**src/rtl/pipeline_run_controller.sv**
```systemverilog
// Run/step sequencer for the MIPS stage registers: generates the shared start and step enables,
// stops on halt-in-write-back or advance budget expiry, and counts pipeline advances.
module pipeline_run_controller #(
    parameter int unsigned CNT_WIDTH  = 32,
    parameter int unsigned MAX_CYCLES = 1024
) (
    input  logic                 i_clock,
    input  logic                 i_reset,
    input  logic                 i_mode,
    input  logic                 i_run_cmd,
    input  logic                 i_step_cmd,
    input  logic                 i_halt_wb,
    input  logic                 i_clear,
    output logic                 o_start,
    output logic                 o_step,
    output logic                 o_busy,
    output logic                 o_done,
    output logic                 o_timeout,
    output logic [CNT_WIDTH-1:0] o_cycle_count,
    output logic [2:0]           o_state
);

    typedef enum logic [2:0] {
        StIdle      = 3'd0,
        StRun       = 3'd1,
        StStepWait  = 3'd2,
        StStepPulse = 3'd3,
        StDone      = 3'd4
    } state_e;

    localparam logic [CNT_WIDTH-1:0] LastCount = CNT_WIDTH'(MAX_CYCLES - 1);
    localparam logic [CNT_WIDTH-1:0] CountSat  = '1;
    localparam logic [CNT_WIDTH-1:0] CountOne  = CNT_WIDTH'(1);

    state_e               state_q, state_d;
    logic                 step_prev_q;
    logic                 timeout_q, timeout_d;
    logic [CNT_WIDTH-1:0] count_q, count_d;
    logic                 step_rise;
    logic                 budget_hit;

    assign step_rise  = i_step_cmd & ~step_prev_q;
    assign budget_hit = (count_q == LastCount);

    always_ff @(posedge i_clock) begin
        if (!i_reset) begin
            state_q     <= StIdle;
            step_prev_q <= 1'b0;
            timeout_q   <= 1'b0;
            count_q     <= '0;
        end else begin
            state_q     <= state_d;
            step_prev_q <= i_step_cmd;
            timeout_q   <= timeout_d;
            count_q     <= count_d;
        end
    end

    always_comb begin
        state_d   = state_q;
        timeout_d = timeout_q;
        count_d   = count_q;

        // Every cycle with o_step high is an advance, including the one that detects the stop.
        if (o_step && (count_q != CountSat)) begin
            count_d = count_q + CountOne;
        end

        if (i_clear) begin
            state_d   = StIdle;
            timeout_d = 1'b0;
        end else begin
            unique case (state_q)
                StIdle: begin
                    if (i_run_cmd) begin
                        state_d = i_mode ? StStepWait : StRun;
                        count_d = '0;
                    end
                end
                StRun, StStepPulse: begin
                    if (i_halt_wb) begin
                        state_d = StDone;
                    end else if (budget_hit) begin
                        state_d   = StDone;
                        timeout_d = 1'b1;
                    end else if (state_q == StStepPulse) begin
                        state_d = StStepWait;
                    end
                end
                StStepWait: begin
                    if (i_halt_wb) begin
                        state_d = StDone;
                    end else if (step_rise) begin
                        state_d = StStepPulse;
                    end
                end
                StDone: begin
                    state_d = StDone;
                end
                default: begin
                    state_d = StIdle;
                end
            endcase
        end
    end

    assign o_start       = (state_q == StRun) || (state_q == StStepWait) ||
                           (state_q == StStepPulse);
    assign o_step        = (state_q == StRun) || (state_q == StStepPulse);
    assign o_busy        = o_start;
    assign o_done        = (state_q == StDone);
    assign o_timeout     = timeout_q;
    assign o_cycle_count = count_q;
    assign o_state       = state_q;

endmodule

```
**config.mk**
```make
export PLATFORM = sky130hd
export DESIGN_NAME = pipeline_run_controller
export DESIGN_NICKNAME = d
export VERILOG_FILES = /design/src/rtl/pipeline_run_controller.sv
export SDC_FILE = /design/constraint.sdc
export NUM_CORES = 1
export LEC_CHECK = 0
export ABC_AREA = 0
export BUFFER_PORTS_ARGS = -buffer_cell sky130_fd_sc_hd__buf_2
export CELL_PAD_IN_SITES_DETAIL_PLACEMENT = 1
export CELL_PAD_IN_SITES_GLOBAL_PLACEMENT = 2
export CORE_MARGIN = 5
export CORE_UTILIZATION = 33
export CTS_CLUSTER_SIZE = 16
export DETAILED_ROUTE_END_ITERATION = 8
export PLACE_DENSITY = 0.83
export SLEW_MARGIN = 0
export SYNTH_ARGS = -nofsm -noshare
export SYNTH_HDL_FRONTEND = slang
export SYNTH_SLANG_ARGS = --single-unit
export TNS_END_PERCENT = 1
```
**constraint.sdc**
```tcl
create_clock -name i_clock -period 4.65 [get_ports i_clock]
set_input_delay 0 -clock i_clock [delete_from_list [all_inputs] [get_ports i_clock]]
set_output_delay 0 -clock i_clock [all_outputs]
set_load 0.005 [all_outputs]
```
==> impl_metrics.env <==
export IMPL_outcome="completed"
export IMPL_hold_ws_ns=0.06573
export IMPL_setup_viol=0
export IMPL_rows=28
export IMPL_cap_violations=0
export IMPL_slew_viol_final=0
export IMPL_die_w_um=88.28
export IMPL_num_antenna_cells=0
export IMPL_place_ws_ns=2.070
export IMPL_clk_pin_slew_ns=0.07
export IMPL_cts_resized=0
export IMPL_p_per_area_mw_per_mm2=238.3
export IMPL_antenna_found_initial=0
export IMPL_first_pass_iters=4
export IMPL_ioPinCount=47
export IMPL_worstMarginPinSlew_ns=0.9303
export IMPL_post_cts_buffers=0
export IMPL_post_route_period_util_pct=54.78
export IMPL_max_freq_mhz=392.5
export IMPL_worstSetupEndpointType="flop"
export IMPL_cp_start_kind="flop"
export IMPL_area_delta_synth_final_pct=18.63
export IMPL_clock_skew_ns=0.01113
export IMPL_syn_inst=247
export IMPL_placement_io_buffers=46
export IMPL_final_nets=302
export IMPL_slew_headroom_pct=37.98
export IMPL_dp_cells=360
export IMPL_instances_no_fill=370
export IMPL_synth_flop_cell="dfxtp_1"
export IMPL_clock_latency_ns=0.30
export IMPL_clock_power_share_pct=38.9
export IMPL_grt_pass1_wl_um=9894
export IMPL_switching_share_pct=23.93
export IMPL_antenna_left=0
export IMPL_leakagePower_nw=0.8705
export IMPL_synth_seq_cells=37
export IMPL_drive_above_1_share_pct=20.00
export IMPL_h_tree_depth=2
export IMPL_yosysWarnings=0
export IMPL_cts_tree="done"
export IMPL_fin_setup_tns_ns=0
export IMPL_syn_num_nets=255
export IMPL_grt_max_degree=29
export IMPL_grt_usage_pct=16.21
export IMPL_ir_worst_vdd_v=0.0001080
export IMPL_yosysSeqAreaShare_pct=36.63
export IMPL_dp_hpwl_um=4389
export IMPL_hold_viol=0
export IMPL_initial_core_util_pct=33.95
export IMPL_rsz0062_at_grt="false"
export IMPL_drc=0
export IMPL_core_area_mm2=0.005956
export IMPL_path_max_fanout=28
export IMPL_dieArea_mm2=0.007792
export IMPL_worst_slack_ns=2.103
export IMPL_num_vias=2131
export IMPL_internal_power_w=0.0004348
export IMPL_power_switching_w=0.0001368
export IMPL_layout_min_cycle_time_ns=2.547
export IMPL_via_per_inst=5.759
export IMPL_die_h_um=88.28
export IMPL_synth_edf_count=0
export IMPL_drt_iter0_drc=93
export IMPL_avgSynthCellArea_um2=8.186
export IMPL_cts_hold_buffers=2
export IMPL_grt_pass1_vias=2000
export IMPL_place_congestion=0.7793
export IMPL_cts_buffers=5
export IMPL_arrival_ns=2.77
export IMPL_ys_async_sr_fraction_pct=0
export IMPL_clock_path_buffers=2
export IMPL_cts_sinks=37
export IMPL_wire_per_inst_um=16.75
export IMPL_hold_path_class="input port to flop"
export IMPL_synth_area_mm2=0.002022
export IMPL_critPathKind="flop to flop"
export IMPL_gr_total_overflow=0
export IMPL_yosysUniqueCellTypes=43
export IMPL_p_total_w=0.0005716
export IMPL_pwr_share_seq_pct=56.0
export IMPL_routed_wl_um=6197
export IMPL_power_frac_comb_pct=5.1
export IMPL_crit_required_ns=4.87
export IMPL_root_buffer="clkbuf_8"
worst paths after layout:
kind,depth (start not counted),slack [ns],end,from
setup / recovery,6,2.10,o_cycle_count[3]$_SDFF_PN0_,o_cycle_count[0]$_SDFF_PN0_
hold / removal,3,0.07,o_state[0]$_SDFFE_PP0P_,i_halt_wb
setup reg to reg,6,2.10,o_cycle_count[3]$_SDFF_PN0_,o_cycle_count[0]$_SDFF_PN0_
hold reg to reg,2,0.47,o_timeout$_SDFFE_PP0P_,o_timeout$_SDFFE_PP0P_
synth_stat cells, types with 2 or more instances:
master,count,area (µm²)
a21oi_1,27,135.1
and2_1,2,12.51
and3_1,4,25.02
and4_1,4,35.03
buf_2,2,10.01
buf_4,2,15.01
buf_6,2,22.52
clkbuf_1,3,11.26
dfxtp_1,37,740.7
inv_1,5,18.77
mux2i_1,3,30.03
nand2_1,25,93.84
nand2b_1,4,25.02
nand3_1,14,70.07
nand4_1,12,75.07
nor2_1,11,41.29
nor3_1,4,20.02
nor4_1,8,50.05
o211ai_1,3,22.52
o21a_1,2,15.01
o21ai_0,15,75.07
o31ai_1,10,75.07
or3_1,15,93.84
or4_1,13,97.59
xor2_1,2,17.52
per-stage QoR:
| step | area [µm²] | utilization, % |
|---|---|---|
| after floorplan | 2022 | - |
| after global placement | 2298 | 38.59 |
| after detailed placement | 2298 | 38.59 |
| after CTS | 2399 | 40.27 |
| after global routing | 2399 | 40.27 |
| final | 2399 | 40.27 |
cells by family after synthesis:
logic type | after synthesis | share of synthesized area (%)
xor+xnor | 2 | 0.8665
fa+ha+maj | 1 | 0.6187
buf+inv | 14 | 3.836
compound gates | 64 | 19.31
simple gates | 126 | 37.25
mux | 3 | 1.485
flops | 37 | 36.63
critical path: stages (launching register included):
cell and delay, ns:
dfxtp_1 0.41, ha_1 0.23, nand4_1 0.17, or4_4 0.53, o31ai_4 0.76, o21ai_0 0.20, a21oi_1 0.16
flip-flops by register name, summed over array words and instances (netlist names):
| name | cells |
|---|---|
| step_prev_q | 1 |
| o_timeout | 1 |
| o_cycle_count | 32 |
| o_state | 3 |
cells in the final DEF (no fill, tap or decap), drive strengths merged, types with 2 or more instances in the layout:
master        n
or2           2
nand2        25
or3          15
buf          47
inv           5
and3          4
nor4         10
clkbuf        8
o21a          2
mux2i         3
nor2         11
a21oi        27
nand2b        4
nor3          4
xor2          2
nand4        13
o21ai        16
and2          2
o211ai        3
or4          14
o31ai        11
nand3        14
and4          4
dfxtp        37
dlygate4sd3   2
power by group through the flow:
stage                     combinational [W]  clock [W]  sequential, W
final                             0.0000292   0.000223       0.000320
after global routing              0.0000327   0.000243       0.000320
after CTS                         0.0000298   0.000234       0.000320
after detailed placement          0.0000284          0       0.000327
after global placement            0.0000279          0       0.000327
after floorplan                   0.0000167          0       0.000327
layer usage:
metal,GRT usage [%],part of all wire [%],up-vias
li1,-,-,1050
met1,21.23,48,1039
met2,26.10,47,36
met3,3.538,4.3,6
met4,6.181,1.4,0
met5,0,0,-
layout make-up:
| cell class | instances | area (µm²) |
|---|---|---|
| Fill cell | 744 | 3557 |
| Multi-Input combinational cell | 196 | 1207 |
| Sequential cell | 37 | 740.7 |
| Timing Repair Buffer | 49 | 257.7 |
| Tap cell | 75 | 93.84 |
| Clock buffer | 8 | 80.08 |
| Inverter | 5 | 18.77 |
Power figures use the tool's default switching activity.
